## src/rtl/sd_dac_tx.sv

```systemverilog
`default_nettype none
// ============================================================================
// Module   : sd_dac_tx
// Brief    : First-order sigma-delta DAC transmitter with a one-entry sample
//            buffer, fixed oversampling frame and underrun accounting.
// Revision : 1.0 - initial release
// ============================================================================
module sd_dac_tx #(
    parameter int DATA_BITS    = 7,
    parameter int OSR          = 128,
    parameter int UNDERRUN_MID = 0
) (
    input  logic                 clock,
    input  logic                 reset,
    input  logic                 enable,
    input  logic [DATA_BITS-1:0] sample_data,
    input  logic                 sample_valid,
    output logic                 sample_ready,
    output logic                 dac_out,
    output logic                 running,
    output logic [15:0]          underrun_count
);

    localparam int                   c_CNT_W   = (OSR > 1) ? $clog2(OSR) : 1;
    localparam logic [c_CNT_W-1:0]   c_LAST    = c_CNT_W'(OSR - 1);
    localparam logic [DATA_BITS-1:0] c_MID     = DATA_BITS'(1) << (DATA_BITS - 1);

    localparam logic [1:0] c_ST_IDLE  = 2'd0;
    localparam logic [1:0] c_ST_PRIME = 2'd1;
    localparam logic [1:0] c_ST_RUN   = 2'd2;

    logic [1:0]           r_state;
    logic                 r_buf_valid;
    logic [DATA_BITS-1:0] r_buf;
    logic [DATA_BITS-1:0] r_cur;
    logic [DATA_BITS-1:0] r_acc;
    logic [c_CNT_W-1:0]   r_fcnt;
    logic                 r_dac;
    logic [15:0]          r_under;

    logic                 w_xfer;
    logic                 w_tick;
    logic [DATA_BITS:0]   w_sum;
    logic [15:0]          w_under_next;

    assign w_xfer       = sample_valid && !r_buf_valid;
    assign w_tick       = (r_state == c_ST_RUN) && (r_fcnt == c_LAST);
    assign w_sum        = {1'b0, r_acc} + {1'b0, r_cur};
    assign w_under_next = (r_under == 16'hFFFF) ? r_under : r_under + 16'd1;

    always_ff @(posedge clock) begin
        if (!reset) begin
            r_state     <= c_ST_IDLE;
            r_buf_valid <= 1'b0;
            r_buf       <= '0;
            r_cur       <= '0;
            r_acc       <= '0;
            r_fcnt      <= '0;
            r_dac       <= 1'b0;
            r_under     <= '0;
        end else begin
            if (w_xfer) begin
                r_buf_valid <= 1'b1;
                r_buf       <= sample_data;
            end
            if (!enable) begin
                r_state <= c_ST_IDLE;
                r_fcnt  <= '0;
                r_acc   <= '0;
                r_dac   <= 1'b0;
                // Flush only on leaving an active state so IDLE can pre-load a sample.
                if (r_state != c_ST_IDLE) begin
                    r_buf_valid <= 1'b0;
                end
            end else begin
                case (r_state)
                    c_ST_IDLE: begin
                        r_fcnt  <= '0;
                        r_acc   <= '0;
                        r_dac   <= 1'b0;
                        r_state <= c_ST_PRIME;
                    end
                    c_ST_PRIME: begin
                        if (r_buf_valid) begin
                            r_cur       <= r_buf;
                            r_buf_valid <= 1'b0;
                            r_fcnt      <= '0;
                            r_state     <= c_ST_RUN;
                        end
                    end
                    c_ST_RUN: begin
                        // Carry out of the accumulator is the pulse-density bit.
                        r_acc <= w_sum[DATA_BITS-1:0];
                        r_dac <= w_sum[DATA_BITS];
                        if (w_tick) begin
                            r_fcnt <= '0;
                            if (r_buf_valid) begin
                                r_cur       <= r_buf;
                                r_buf_valid <= 1'b0;
                            end else begin
                                r_under <= w_under_next;
                                if (UNDERRUN_MID != 0) begin
                                    r_cur <= c_MID;
                                end
                            end
                        end else begin
                            r_fcnt <= r_fcnt + c_CNT_W'(1);
                        end
                    end
                    default: r_state <= c_ST_IDLE;
                endcase
            end
        end
    end

    assign sample_ready   = !r_buf_valid;
    assign running        = (r_state == c_ST_RUN);
    assign dac_out        = r_dac;
    assign underrun_count = r_under;

endmodule
`default_nettype wire

```

## config.mk

```make
export PLATFORM = sky130hd
export DESIGN_NAME = sd_dac_tx
export DESIGN_NICKNAME = d
export VERILOG_FILES = /design/src/rtl/sd_dac_tx.sv
export SDC_FILE = /design/constraint.sdc
export NUM_CORES = 1
export LEC_CHECK = 0
export CAP_MARGIN = 0
export CORE_ASPECT_RATIO = 0.7
export CORE_UTILIZATION = 40
export DETAILED_ROUTE_END_ITERATION = 6
export REMOVE_ABC_BUFFERS = 1
export SETUP_SLACK_MARGIN = 0.2
export SYNTH_ARGS = -nofsm -noshare
export SYNTH_HDL_FRONTEND = slang
export SYNTH_SLANG_ARGS = --single-unit
```

## constraint.sdc

```tcl
create_clock -name clock -period 2.1 [get_ports clock]
set_clock_uncertainty 0.2 [all_clocks]
set_input_delay 0.42 -clock clock [delete_from_list [all_inputs] [get_ports clock]]
set_output_delay 0.42 -clock clock [all_outputs]
set_load 0.02 [all_outputs]
```

======== After elaboration in Yosys (flattened, before gate mapping) ========
Index checks and enable logic that the tools add are counted.
storage, ports and cells
  register bits ........................... 48
  latch bits .............................. 0
  bits in writable memories ............... 0
  memory bits (read-only) ................. 0
  bits of input ports ..................... 11
  memories ................................ 0
operators by class
  add/sub/neg operators ................... 3
  $mul .................................... 0
  div/mod/pow operators ................... 0
  $lt $le $gt $ge ......................... 0
  equality and inequality tests ........... 6
  shift-type cells ........................ 0
  multiplexer cells ....................... 16
  bitwise operators ....................... 3
  reductions and logical operators ........ 13
operators by type and width
  kind                   number
  $mux 7                 4
  $pmux 7 s2             2
  $pmux 7 s3             1
  $add 16x1->16 const B  1
  $eq 16x16->1 const B   1
  $add 7x7->8            1
  $add 7x1->7 const B    1
  $eq 7x7->1 const B     1
  $pmux 2 s3             1
  $reduce_and 2->1       3
  $reduce_bool 2->1      3
  $mux 1                 5
  $reduce_and 5->1       1
  $pmux 1 s2             2
  $not 1->1              3
  $reduce_and 3->1       1
  $reduce_bool 3->1      1
  $eq 2x1->1 const B     1
  $eq 2x2->1 const B     1
  $logic_and 1x1->1      2
  $logic_not 2->1        1
  $mux 2                 1
  $ne 2x1->1 const B     1
  $ne 2x2->1 const B     1
  $logic_not 1->1        1

======== Depth between registers and ports, before layout ========
  depth after elaboration ................. 7
  gate-level depth with buffers ........... 9
  gate-level depth less buffers ........... 8

======== Worst setup path before layout ========
Ideal clock, no wire load.
  path type ............................... flip-flop to flip-flop
  from .................................... reg r_state[0]
  to ...................................... reg r_under[7] (netlist: underrun_count[7])
  arrival ................................. 1955 ps
  data required time ...................... 1785 ps
  slack ................................... -170 ps
  stages on the path, launching flop included .. 10
  path buffers ............................ 2
  cell sequence ........................... dfxtp_1 inv_1 ha_1 buf_2 nand3b_1 or3_1 clkbuf_1 nor4_1 xor2_1 and2_1
between the ends
  longest elaborated chain between the ends .. 3
RTL lines
  element                              RTL line  text
  from (decl)                          32        logic [1:0] r_state;
  from (signal assigned)               53        r_state <= c_ST_IDLE;
  from (signal assigned)               67        r_state <= c_ST_IDLE;
  from (signal assigned)               81        r_state <= c_ST_PRIME;
  $eq 2x2->1 *                         n/a
  net running                          20        output logic running,
  $logic_and 1x1->1                    47        assign w_tick = (r_state == c_ST_RUN) && (r_fcnt == c_LAST);
  $reduce_and 5->1 (no source line) *  n/a
  to (signal assigned)                 101       r_under <= w_under_next;
  to (decl)                            39        logic [15:0] r_under;
The timed path passes the listed nets; every way through them passes the cells marked *.
A chain may end at the register's enable or synchronous reset.

======== Worst setup path after layout ========
  from .................................... reg r_fcnt[0]
  to ...................................... reg r_under[15] (netlist: underrun_count[15])
between the ends
  longest elaborated chain between the ends .. 3
RTL lines
  element                            RTL line  text
  from (decl)                        37        logic [c_CNT_W-1:0] r_fcnt;
  from (signal assigned)             107       r_fcnt <= r_fcnt + c_CNT_W'(1);
  $eq 7x7->1                         47
  $logic_and 1x1->1                  47
  $reduce_and 5->1 (no source line)  n/a
Every way passes these cells.

==> flow_metrics.py <==
metrics = {
    "run_status": {
        "outcome": "finished clean",
    },
    "synth": {
        "yosysTopAreaCellShare_pct": 39.9,
        "post_synth_mux_area_share_pct": 4.15,
        "seq_area_frac_synth_pct": 39.9,
        "synth_top_family_by_area": "simple AND/OR/NAND/NOR gates",
        "synth.ff_latch_count": 48,
        "synth_fa_ha_area_share_pct": 7.06,
        "synthSimpleGateAreaFrac_pct": 27.8,
        "synthesized_area_fraction_occupied_by_xor_and_xnor_cells_pct": 6.54,
        "yosys_warnings": 0,
        "synthMostInstantiatedCell": "sky130_fd_sc_hd__dfxtp_1",
        "dominantRegCellSynth": "sky130_fd_sc_hd__dfxtp_1",
        "ys_types": 44,
        "total_standard_cell_area_after_synthesis_sq_um": 2410,
        "netlist_instances": 272,
        "synth_top_cell_by_area": "sky130_fd_sc_hd__dfxtp_1",
        "synth_enable_flop_cells": 0,
        "async_flop_share_pct": 0,
        "yosys-top-cells-area": "sky130_fd_sc_hd__dfxtp_1 40%, sky130_fd_sc_hd__ha_1 6.2%, sky130_fd_sc_hd__nand2_1 4.2%",
        "synth_top_cells_by_count": "48 x sky130_fd_sc_hd__dfxtp_1, 27 x sky130_fd_sc_hd__nand2_1, 18 x sky130_fd_sc_hd__nor2_1, 15 x sky130_fd_sc_hd__o21ai_0, 14 x sky130_fd_sc_hd__nand3_1",
        "compound_gate_portion_of_the_synthesized_area_pct": 11.2,
        "synthesis.area_per_instance_sq_um": 8.86,
    },
    "clock_tree": {
        "clkLatencyLatePin_ps": 310,
        "cts_tree": "yes",
        "cts-root-to-sink-buffers": 2,
        "cts_inserted_buffers": 5,
        "cts_htree_levels": 2,
        "sinks_on_clock_net": 48,
        "clk_pin_slew_worst_paths_ps": 90,
        "clk_root_buffer_cell": "sky130_fd_sc_hd__clkbuf_8",
    },
    "sta": {
        "timing.final.crit_share_pct": 98.1,
        "hold_viol_final": 0,
        "rsz0062_at_grt": "true",
        "slew_at_the_pin_closest_to_its_max_slew_limit_ps": 377,
        "finalWorstPathRequiredPeriod_ps": 2060,
        "report.final.setup_viol": 0,
        "fmax_ghz": 0.486,
        "drv_slew": 0,
        "maxSlewHeadroom_pct": 74.8,
    },
    "placed_design": {
        "dp_hpwl_um": 3880,
        "gpl.final_weighted_congestion": 0.777,
        "port_buffers": 29,
        "dpl.cell_count": 397,
    },
    "critical_path": {
        "timing.critical_path.cells": "ha_4 -> nand4_4 -> or2_1 -> or4_4 -> o211ai_1 -> o31ai_1",
        "r2r_end": "underrun_count[15]",
        "cp-end-kind": "flop",
        "r2r_cells": 6,
        "worstReg2RegStart": "r_fcnt[0]",
        "critical_path_arrival_ps": 2060,
        "crit_path_start_kind": "flop",
        "worst-path-max-fanout": 5,
        "worst-r2r-setup-slack_ps": 40,
        "cpPeakStageDelay_ps": 600,
        "cp-endpoint": "underrun_count[15]",
        "worstPathRequired_ps": 2100,
        "criticalPathCategory": "flop to flop",
        "worst_setup_path_startpoint": "r_fcnt[0]",
        "cpMaxStageDelayCell": "sky130_fd_sc_hd__or4_4",
    },
    "global_route": {
        "number_of_antenna_violations_at_the_first_check_in_global_routing": 0,
        "grt_usage_pct": 19.5,
        "grt-ovfl-total": 0,
        "maximum_number_of_pins_on_one_net_before_global_route_repair": 43,
        "first_global_vias": 1934,
        "global_route_wire_length_before_repair_um": 9360,
    },
    "power_and_ir_drop": {
        "power.ir.vdd_worst_v": 0.000259,
        "power_density_nw_per_um2": 480,
        "power.static_leakage_nw": 1.47,
    },
    "floorplanning": {
        "boundaryPins": 30,
        "die_area_sq_um": 6350,
        "core_area_sq_um": 5760,
        "die_width_um": 94.8,
        "start_util_pct": 41.9,
        "floorplan.rows": 23,
        "die-height_um": 67.0,
    },
    "cells_and_area": {
        "area_growth_syn_to_layout_pct": 44.6,
        "antenna_cells_inserted": 0,
        "layoutNonFillerInstCount": 421,
        "fin_util_pct": 60.6,
        "num-fill-cells": 521,
        "drive_above_1_share_pct": 29.8,
        "final_net_count": 369,
    },
    "detailed_routing": {
        "totalWireLength_um": 5900,
        "routed_wire_length_per_instance_um": 14.0,
        "final_antenna_net_count": 0,
        "avgViaCountPerCell": 5.09,
        "num_vias": 2141,
        "drc_errors": 0,
        "dr.first_iter.drc_count": 67,
        "drt_pre_antenna_iters": 4,
    },
    "hold_path": {
        "hold_start": "r_buf[6]",
        "worst_hold_path_type": "flop to flop",
    },
    "job": {
        "drv.max_cap_violation_count": 0,
    },
}
==> final cells by class <==
type                       count  area [sq um]  share of cell area (%)
inverter                      10          37.5                    1.08
clock inverter                 2          10.0                   0.287
timing repair buffer          77           691                    19.8
multi-input combinational    203          1600                    45.9
clock buffer                   6          82.6                    2.37
sequential                    48           971                    27.8
tap                           75          93.8                    2.69
==> metal layers <==
layer / vias up / track usage, % / part of all wire, %
met5: - / 0 / 0
met4: 0 / 6.82 / 1.6
met3: 9 / 4.68 / 4.0
met2: 36 / 29.3 / 43
met1: 997 / 27.1 / 52
li1: 1099 / - / -
==> what timing repair did <==
action | CTS | global route
buffers inserted | 10 | 5
cloned | 1 | 0
hold buffers | 0 | 0
resized for setup | 52 | 36
endpoints found under the setup margin | 43 | 33
pin swaps | 14 | 23
==> placed cells by master, fill, tap and decap left out, drive strengths merged, types with 9 or more instances in the layout <==
master and count:
nand2 27, dlygate4sd2 17, nor2 18, nor2b 9
dfxtp 48, nand3 14, buf 49, o21ai 15
mux2i 10, inv 10, and2 11, xor2 11
clkdlybuf4s50 10, ha 12
==> report_power, final <==
part | switching [mW] | internal, mW
Combinational | 0.0746 | 0.0774
Clock | 0.325 | 0.264
Sequential | 0.00819 | 0.924
Total | 0.408 | 1.26
==> stage by stage <==
step           TNS [ps]  worst slack (ps)  area (sq um)  power, mW  hold WS (ps)
3_5_place_dp      -2230              -335          3010       1.09           246
2_1_floorplan     -2990              -262          2360       1.01           229
5_1_grt           -64.0             -24.5          3490       1.73           282
4_1_cts           -26.4             -26.4          3300       1.67           267
3_3_place_gp      -2330              -250          3010       1.08           238
6_report              0              40.9          3490       1.67           254
==> worst min-delay path by stage <==
stage,to,slack (ps),cells past startpoint
finish,r_cur[6],250,2
global route,r_buf_valid,280,3
CTS,r_acc[4],270,2
detailed placement,r_acc[4],250,2
global placement,r_acc[4],240,2
floorplan,r_acc[4],230,2
==> registers in the layout, summed over array words and instances, names as in the netlist <==
name,cells
r_acc,7
r_state,2
r_buf,7
r_buf_valid,1
dac_out,1
r_fcnt,7
r_cur,7
underrun_count,16
==> critical path, delay by kind of cell, from the launching register on <==
family          cells  cell delay (ps)
fa+ha+maj           1              150
flops               1              360
compound gates      2              310
simple gates        3              920
==> cells by family after synthesis <==
family / after synthesis
AND/OR/NAND/NOR: 119
XOR/XNOR: 18
flip-flops: 48
AO/OA/AOI/OAI: 43
adder cells (fa/ha/maj): 13
buffers and inverters: 21
multiplexers: 10
(Power assumes the default switching activity.)
